## config.mk

```make
export PLATFORM = sky130hd
export DESIGN_NAME = uart_reg_bridge
export DESIGN_NICKNAME = d
export VERILOG_FILES = /design/src/rtl/uart_reg_pkg.sv /design/src/rtl/uart_reg_bridge.sv
export SDC_FILE = /design/constraint.sdc
export NUM_CORES = 1
export LEC_CHECK = 0
export CORE_ASPECT_RATIO = 1.2
export CORE_MARGIN = 4
export CORE_UTILIZATION = 35
export CTS_BUF_LIST = sky130_fd_sc_hd__clkbuf_4
export CTS_CLUSTER_SIZE = 24
export DETAILED_ROUTE_END_ITERATION = 16
export GPL_TIMING_DRIVEN = 0
export PLACE_DENSITY = 0.61
export SLEW_MARGIN = 15
export SYNTH_ARGS = -nofsm -noshare
export SYNTH_HDL_FRONTEND = slang
export SYNTH_SLANG_ARGS = --single-unit
```

## constraint.sdc

```tcl
create_clock -name clk_i -period 1.85 [get_ports clk_i]
set_input_delay 0.37 -clock clk_i [delete_from_list [all_inputs] [get_ports clk_i]]
set_output_delay 0.37 -clock clk_i [all_outputs]
set_load 0.02 [all_outputs]
```

## src/rtl/uart_reg_pkg.sv

```systemverilog
// Shared types and constants for the UART register bridge.
package uart_reg_pkg;

  typedef enum logic [3:0] {
    StIdle,
    StGetAddr,
    StGetData,
    StDoWr,
    StDoRd,
    StRdWait,
    StSend,
    StSendHold,
    StSendWait
  } state_e;

  localparam logic [7:0] CMD_WR       = 8'h57;
  localparam logic [7:0] CMD_RD       = 8'h52;
  localparam logic [7:0] ACK_BYTE_DEF = 8'h4B;
  localparam logic [7:0] NAK_BYTE_DEF = 8'h3F;

endpackage

```

## src/rtl/uart_reg_bridge.sv

```systemverilog
// UART byte-stream to register-bus bridge: decodes 'W' addr data / 'R' addr frames.
// Define UART_REG_TIMEOUT_EN to abort partial frames after TIMEOUT_CYC idle cycles.
module uart_reg_bridge
  import uart_reg_pkg::*;
#(
  parameter logic [7:0]  ACK_BYTE   = ACK_BYTE_DEF,
  parameter logic [7:0]  NAK_BYTE   = NAK_BYTE_DEF,
  parameter int unsigned RD_LATENCY = 1
`ifdef UART_REG_TIMEOUT_EN
  ,
  parameter int unsigned TIMEOUT_CYC = 21700
`endif
) (
  input  logic       clk_i,
  input  logic       rstb_i,
  input  logic       rx_valid_i,
  input  logic [7:0] rx_data_i,
  output logic       tx_wr_en_o,
  output logic [7:0] tx_data_o,
  input  logic       tx_busy_i,
  output logic       reg_wr_o,
  output logic       reg_rd_o,
  output logic [7:0] reg_addr_o,
  output logic [7:0] reg_wdata_o,
  input  logic [7:0] reg_rdata_i,
  output logic       busy_o
);

  state_e     state_q, state_d;
  logic       cmd_wr_q, cmd_wr_d;
  logic [7:0] addr_q, addr_d;
  logic [7:0] wdata_q, wdata_d;
  logic [7:0] tx_data_q, tx_data_d;
  logic [2:0] lat_q, lat_d;
`ifdef UART_REG_TIMEOUT_EN
  logic [15:0] to_q, to_d;
`endif

  always_comb begin
    state_d   = state_q;
    cmd_wr_d  = cmd_wr_q;
    addr_d    = addr_q;
    wdata_d   = wdata_q;
    tx_data_d = tx_data_q;
    lat_d     = lat_q;
    unique case (state_q)
      StIdle: begin
        if (rx_valid_i) begin
          if (rx_data_i == CMD_WR || rx_data_i == CMD_RD) begin
            cmd_wr_d = (rx_data_i == CMD_WR);
            state_d  = StGetAddr;
          end else begin
            tx_data_d = NAK_BYTE;
            state_d   = StSend;
          end
        end
      end
      StGetAddr: begin
        if (rx_valid_i) begin
          addr_d  = rx_data_i;
          state_d = cmd_wr_q ? StGetData : StDoRd;
        end
      end
      StGetData: begin
        if (rx_valid_i) begin
          wdata_d = rx_data_i;
          state_d = StDoWr;
        end
      end
      StDoWr: begin
        tx_data_d = ACK_BYTE;
        state_d   = StSend;
      end
      StDoRd: begin
        lat_d   = '0;
        state_d = StRdWait;
      end
      StRdWait: begin
        // lat_q counts cycles since the reg_rd strobe; rdata is valid on the last one
        if (lat_q == 3'(RD_LATENCY - 1)) begin
          tx_data_d = reg_rdata_i;
          state_d   = StSend;
        end else begin
          lat_d = lat_q + 3'd1;
        end
      end
      StSend:     if (!tx_busy_i) state_d = StSendHold;
      StSendHold: state_d = StSendWait;
      StSendWait: if (!tx_busy_i) state_d = StIdle;
      default:    state_d = StIdle;
    endcase

`ifdef UART_REG_TIMEOUT_EN
    to_d = '0;
    if ((state_q == StGetAddr || state_q == StGetData) && !rx_valid_i) begin
      if (to_q == 16'(TIMEOUT_CYC - 1)) begin
        state_d = StIdle;
      end else begin
        to_d = to_q + 16'd1;
      end
    end
`endif
  end

  always_ff @(posedge clk_i) begin
    if (rstb_i) begin
      state_q   <= StIdle;
      cmd_wr_q  <= 1'b0;
      addr_q    <= '0;
      wdata_q   <= '0;
      tx_data_q <= '0;
      lat_q     <= '0;
`ifdef UART_REG_TIMEOUT_EN
      to_q      <= '0;
`endif
    end else begin
      state_q   <= state_d;
      cmd_wr_q  <= cmd_wr_d;
      addr_q    <= addr_d;
      wdata_q   <= wdata_d;
      tx_data_q <= tx_data_d;
      lat_q     <= lat_d;
`ifdef UART_REG_TIMEOUT_EN
      to_q      <= to_d;
`endif
    end
  end

  assign reg_wr_o    = (state_q == StDoWr);
  assign reg_rd_o    = (state_q == StDoRd);
  assign tx_wr_en_o  = (state_q == StSend) && !tx_busy_i;
  assign tx_data_o   = tx_data_q;
  assign reg_addr_o  = addr_q;
  assign reg_wdata_o = wdata_q;
  assign busy_o      = (state_q != StIdle);

endmodule
```

==> summary.txt, run 1 <==
Warnings, synthesis: 0
Multi-input gate area: 886 sq um
register area: 648 sq um
Hold Path Cell Cnt: 3
element type at the critical path end: primary output
Avg WL per Cell: 13.8 um
IO buf count: 45
share of layout cells above drive strength 1: 0.153
hold-fix buffers at CTS: 0
DR DRC count: 0
register area share after synthesis: 0.402
Die X: 69.6 um
Worst Hold End: state_q[0]$_SDFFE_PP0P_
Worst Slack Setup Final: 0.0833 ns
Startpoint Class: flop
clk_skew: 0.00683 ns
Syn Area/Cell: 9.00 sq um
CP startpoint: state_q[3]$_SDFFE_PP0P_
syn_nets: 199
vias per inst: 5.02
pin count of the biggest net entering global routing: 11
Cells after Synth: 177
PwrDens: 1190 nW/um^2
Synth-to-Final Area Change: 40.9%
Fill cells: 437
leading cell type in the layout, fill and taps excluded: clkdlybuf4s50_1
initial antenna violation count: 0
HPWL after DPL: 2870 um
gpl congestion: 0.828
final setup violation count: 0
crit path kind: flop to primary output
Num CTS Buffers: 5
status: finished, final reports clean
IR Drop Worst-Case VDD: 690 uV
H-tree lvl count: 2
worst skew pair latency: 0.32 ns
Period Utilization, post-route: 0.955
1st-iter DRT viols: 54
clock root buffer: clkbuf_4
GRT Overall Usage: 0.149
DRT Pass-1 Iters: 4
RSZ-0062 raised after global routing: true
Final Hold Fails: 0
Initial Utilization: 0.368
Post-Syn Area: 1590 sq um
die area: 5700 sq um
Via Count: 1462
Antenna Nets Post-Route: 0
Tightest Hold Check Type: primary input to flop
maxcap violations: 0
worst flop-to-flop path startpoint: state_q[2]$_SDFFE_PP0P_
Slew headroom: 0.673
CTS Buffer Depth: 2
I/O Pins: 48
core area: 4330 sq um
final core occ: 0.519
leakage power: 0.000982 uW
diode count: 0
Sw Pwr: 1010 uW
Gate power share: 0.523
HP Start: rx_valid_i
CTS tree: built
max-slew violations: 0
row count: 26
grt ovf: 0
R2R Setup Slk: 0.16 ns
count of cell types in the netlist: 40
most frequent cells in the layout: 41 x clkdlybuf4s50_1, 28 x dfxtp_1, 24 x mux2i_1, 20 x nor2_1, 10 x nand2_1
Worst R2R Path Depth: 7
CP required: 1.48 ns
R2R Path End: tx_data_o[6]$_SDFFE_PP0P_
pre-CTS WS: -0.290 ns
minimum clock period: 1.77 ns
Int Pwr: 1660 uW
first-pass GRT wire length: 6720 um
Sw Ratio: 0.378
TritonCTS Sinks: 32
Yosys reg bits: 32
Clk pin slew, worst setup/hold paths: 0.10 ns
WL final: 4020 um
# nets final: 257
sequential power share: 0.345
die height: 81.9 um
clock network power share: 0.132
Max Fanout on Critical Path: 10
worst slew pin tran: 0.491 ns
Critical Path AT: 1.40 ns
fmax: 0.566 GHz
vias in the first global route: 1409
[metrics by stage]
step                      TNS (ns)  std cells  hold slack (ns)  instance area, sq um  total power, uW
after floorplan                  0        177            0.477                  1590             1730
after global placement       -1.58        278            0.445                  2110             2170
after detailed placement     -1.58        278            0.453                  2110             2180
after CTS                        0        288            0.450                  2210             2610
after global routing      -0.00381        291            0.470                  2240             2840
final                            0        291            0.458                  2240             2660
[how the worst max path moves through the flow]
stage / slack (ns) / depth (start not counted) / to
floorplan: 0.18 / 3 / tx_wr_en_o
global placement: -0.31 / 4 / tx_wr_en_o
detailed placement: -0.29 / 5 / reg_wr_o
CTS: 0.003 / 4 / reg_rd_o
global route: -0.004 / 4 / busy_o
finish: 0.08 / 5 / reg_wr_o
[layout make-up]
class / count / share of cell area
multi-input cells: 126 / 0.395
flip-flops and latches: 32 / 0.289
repair buffers: 51 / 0.217
plain buffers: 12 / 0.0368
well taps: 56 / 0.0312
clock buffers: 5 / 0.0167
inverters: 7 / 0.0117
clock inverters: 2 / 0.00334
[cells by family (layout without fill, tap and decap cells)]
logic type	after synthesis	after routing	share of synthesized area
xor+xnor	3	3	0.0165
mux	24	24	0.151
simple gates	70	70	0.245
fa+ha+maj	2	2	0.0157
compound gates	27	27	0.112
buf+inv	19	77	0.0581
flops	32	32	0.402
[worst max-delay path: stages, from the launching register on]
cell	delay, ns
dfxtp_2	0.37
buf_6	0.15
and2b_2	0.25
nand3b_1	0.11
inv_1	0.05
buf_2	0.15
[power by group through the flow]
stage | clock, uW | combinational (uW) | sequential [uW]
floorplan | 0 | 685 | 1040
global placement | 0 | 1260 | 915
detailed placement | 0 | 1260 | 919
CTS | 373 | 1320 | 920
global route | 403 | 1500 | 934
finish | 353 | 1390 | 918
[flip-flops by register name, indices dropped and copies added, names as in the netlist]
register	flops
reg_wdata_o	8
tx_data_o	8
lat_q	3
reg_addr_o	8
cmd_wr_q	1
state_q	4
[synth_stat cells]
cell	n	area, sq um
nand3_1	5	25.0
nand3b_1	2	15.0
and4bb_2	2	25.0
nand2_2	1	6.26
o32a_1	1	10.0
nor2_1	20	75.1
xor2_1	1	8.76
a21o_1	1	7.51
ha_1	2	25.0
nor2b_1	1	6.26
o21ba_2	1	10.0
nand3_2	1	10.0
a41oi_1	1	8.76
a21oi_1	6	30.0
clkbuf_1	5	18.8
nand2b_1	5	31.3
a31oi_1	4	25.0
o211ai_1	4	30.0
a211oi_1	1	7.51
inv_1	7	26.3
nor3_1	5	25.0
dfxtp_1	32	641
mux2i_1	24	240
xnor2_1	2	17.5
nand4_1	5	31.3
and2_1	2	12.5
buf_2	5	25.0
nor4_1	1	6.26
nor3b_1	1	7.51
buf_6	2	22.5
nand4b_1	2	17.5
nor4_2	1	12.5
or4b_1	1	10.0
a32o_1	1	10.0
and2b_1	3	22.5
or2b_1	1	7.51
o21ai_0	6	30.0
nand2_1	10	37.5
a311oi_1	1	8.76
and3_1	1	6.26
[per-layer routing]
metal | vias up | part of all wire | wire length [um] | track usage
li1 | 743 | - | - | -
met1 | 663 | 0.47 | 1890 | 0.180
met2 | 54 | 0.47 | 1870 | 0.252
met3 | 2 | 0.060 | 241 | 0.0526
met5 | - | 0 | 0 | 0
met4 | 0 | 0.0045 | 18 | 0.0410
[what timing repair did]
action,CTS,global route
resized for setup,28,9
buffers inserted,3,3
pin swaps,0,2
setup endpoints to repair,4,4
Power figures use the tool's default switching activity.
==> inputs of run 2 (changes only) <==
CORE_MARGIN = unset   (was 4)
==> summary.txt, run 2 (synthesis results as in run 1) <==
Antenna Nets Post-Route: 0 (unchanged)
DR DRC count: 0 (unchanged)
CTS Buffer Depth: 2 (unchanged)
die area: 4830 sq um (-15%)
Max Fanout on Critical Path: 10 (unchanged)
1st-iter DRT viols: 49 (-9.3%)
core area: 4330 sq um (unchanged)
clk_skew: 0.00807 ns (+0.00124 ns)
Sw Ratio: 0.378 (about the same)
minimum clock period: 1.78 ns (+0.0128 ns)
fmax: 0.562 GHz (-0.72%)
setup total negative slack: 0 ns (unchanged)
Critical Path AT: 1.41 ns (about the same)
Initial Utilization: 0.368 (unchanged)
Period Utilization, post-route: 0.962 (+0.00692)
worst slew pin tran: 0.488 ns (-0.00331 ns)
leakage power: 0.00101 uW (+2.7%)
Via Count: 1475 (+0.89%)
PwrDens: 1180 nW/um^2 (-0.91%)
IO buf count: 45 (unchanged)
final instance area: 2270 sq um (+1.2%)
element type at the critical path end: primary output
sequential power share: 0.344 (about the same)
gpl congestion: 0.879 (+6.1%)
Final Hold Fails: 0 (unchanged)
initial antenna violation count: 0 (unchanged)
pin count of the biggest net entering global routing: 11 (unchanged)
diode count: 0 (unchanged)
Num CTS Buffers: 5 (unchanged)
first-pass GRT wire length: 6400 um (-4.8%)
grt ovf: 0 (unchanged)
clock network power share: 0.142 (+0.010)
final setup violation count: 0 (unchanged)
HPWL after DPL: 2660 um (-7.2%)
Sw Pwr: 1010 uW (+0.26%)
IR Drop Worst-Case VDD: 544 uV (-21%)
Synth-to-Final Area Change: 42.7%
Placement Cell Area: 2110 sq um (unchanged)
clock root buffer: clkbuf_4
hold slack: 0.455 ns (-0.00327 ns)
Int Pwr: 1660 uW (+0.34%)
vias per inst: 4.98 (-0.82%)
Gate power share: 0.514 (-0.009)
WL final: 3840 um (-4.7%)
I/O Pins: 48 (unchanged)
GRT Overall Usage: 0.174 (+0.0253)
Hold Path Cell Cnt: 3 (unchanged)
share of layout cells above drive strength 1: 0.175 (+0.0218)
Slew headroom: 0.675 (+0.00221)
DRT Pass-1 Iters: 4 (unchanged)
max-slew violations: 0 (unchanged)
CTS tree: built
Tightest Hold Check Type: primary input to flop
status: finished, final reports clean
TritonCTS Sinks: 32 (unchanged)
crit path kind: flop to primary output
vias in the first global route: 1369 (-2.8%)
leading cell type in the layout, fill and taps excluded: clkdlybuf4s50_1
row count: 26 (unchanged)
die height: 75.9 um (-7.3%)
# nets final: 261 (+1.6%)
Worst R2R Path Depth: 7 (unchanged)
worst skew pair latency: 0.33 ns (about the same)
Startpoint Class: flop
Avg WL per Cell: 13.0 um (-6.3%)
Clk pin slew, worst setup/hold paths: 0.10 ns (about the same)
Die X: 63.6 um (-8.6%)
H-tree lvl count: 2 (unchanged)
CP required: 1.48 ns (about the same)
most frequent cells in the layout: 41 x clkdlybuf4s50_1, 28 x dfxtp_1, 24 x mux2i_1, 20 x nor2_1, 12 x buf_4
Fill cells: 418 (-4.3%)
maxcap violations: 0 (unchanged)
hold-fix buffers at CTS: 0 (unchanged)
-- run 2: changes by cell type in the layout (fill, tap and decap cells not counted) --
cell and delta:
buf_2 +2, buf_4 +4, buf_6 -1, clkbuf_4 -1
clkinv_1 -1, clkinv_2 +2
-- run 2: metrics by stage --
stage | utilization | setup slack [ns] | instances | power (uW)
after floorplan | - | 0.177 | 177 | 1730
after global placement | 0.488 | -0.304 | 278 | 2170
after detailed placement | 0.488 | -0.267 | 278 | 2170
after CTS | 0.517 | 0.000503 | 291 | 2630
after global routing | 0.525 | -0.0170 | 296 | 2860
final | 0.525 | 0.0705 | 296 | 2670
-- run 2: critical path: stages, from the launching register on --
cell and delay (ns):
dfxtp_2 0.33, buf_6 0.13, nor4_4 0.34, inv_1 0.10, buf_4 0.17
-- run 2: path summary, 6_finish.rpt --
kind	from	end	slack [ns]
setup / recovery	state_q[2]$_SDFFE_PP0P_	busy_o	0.07
hold / removal	rx_valid_i	state_q[0]$_SDFFE_PP0P_	0.45
hold reg to reg	tx_data_o[1]$_SDFFE_PP0P_	tx_data_o[1]$_SDFFE_PP0P_	0.46
setup reg to reg	state_q[2]$_SDFFE_PP0P_	tx_data_o[6]$_SDFFE_PP0P_	0.16
-- run 2: area by class of cell --
| type | count | area (sq um) | area share |
|---|---|---|---|
| Timing Repair Buffer | 55 | 510 | 0.225 |
| Clock inverter | 3 | 13.8 | 0.00606 |
| Multi-Input combinational cell | 126 | 886 | 0.390 |
| Buffer | 12 | 80.1 | 0.0352 |
| Clock buffer | 5 | 37.5 | 0.0165 |
| Inverter | 7 | 26.3 | 0.0116 |
| Sequential cell | 32 | 648 | 0.285 |
| Tap cell | 56 | 70.1 | 0.0308 |
-- run 2: per-layer routing --
metal,up-vias,global-route usage,wire [um]
met3,7,0.0494,238
met1,663,0.215,1740
li1,750,-,-
met5,-,0,0
met4,0,0.0606,70
met2,55,0.293,1780
-- run 2: timing repair --
action,CTS,global route
buffers inserted,5,5
endpoints found under the setup margin,4,4
pin swaps,0,2
resized for setup,28,6
hold endpoints to repair,0,0
-- run 2: power groups by stage --
stage / clock network [uW] / registers, uW / logic [uW]
global route: 430 / 939 / 1490
finish: 379 / 920 / 1370
floorplan: 0 / 1040 / 685
detailed placement: 0 / 916 / 1250
global placement: 0 / 916 / 1260
CTS: 400 / 917 / 1310
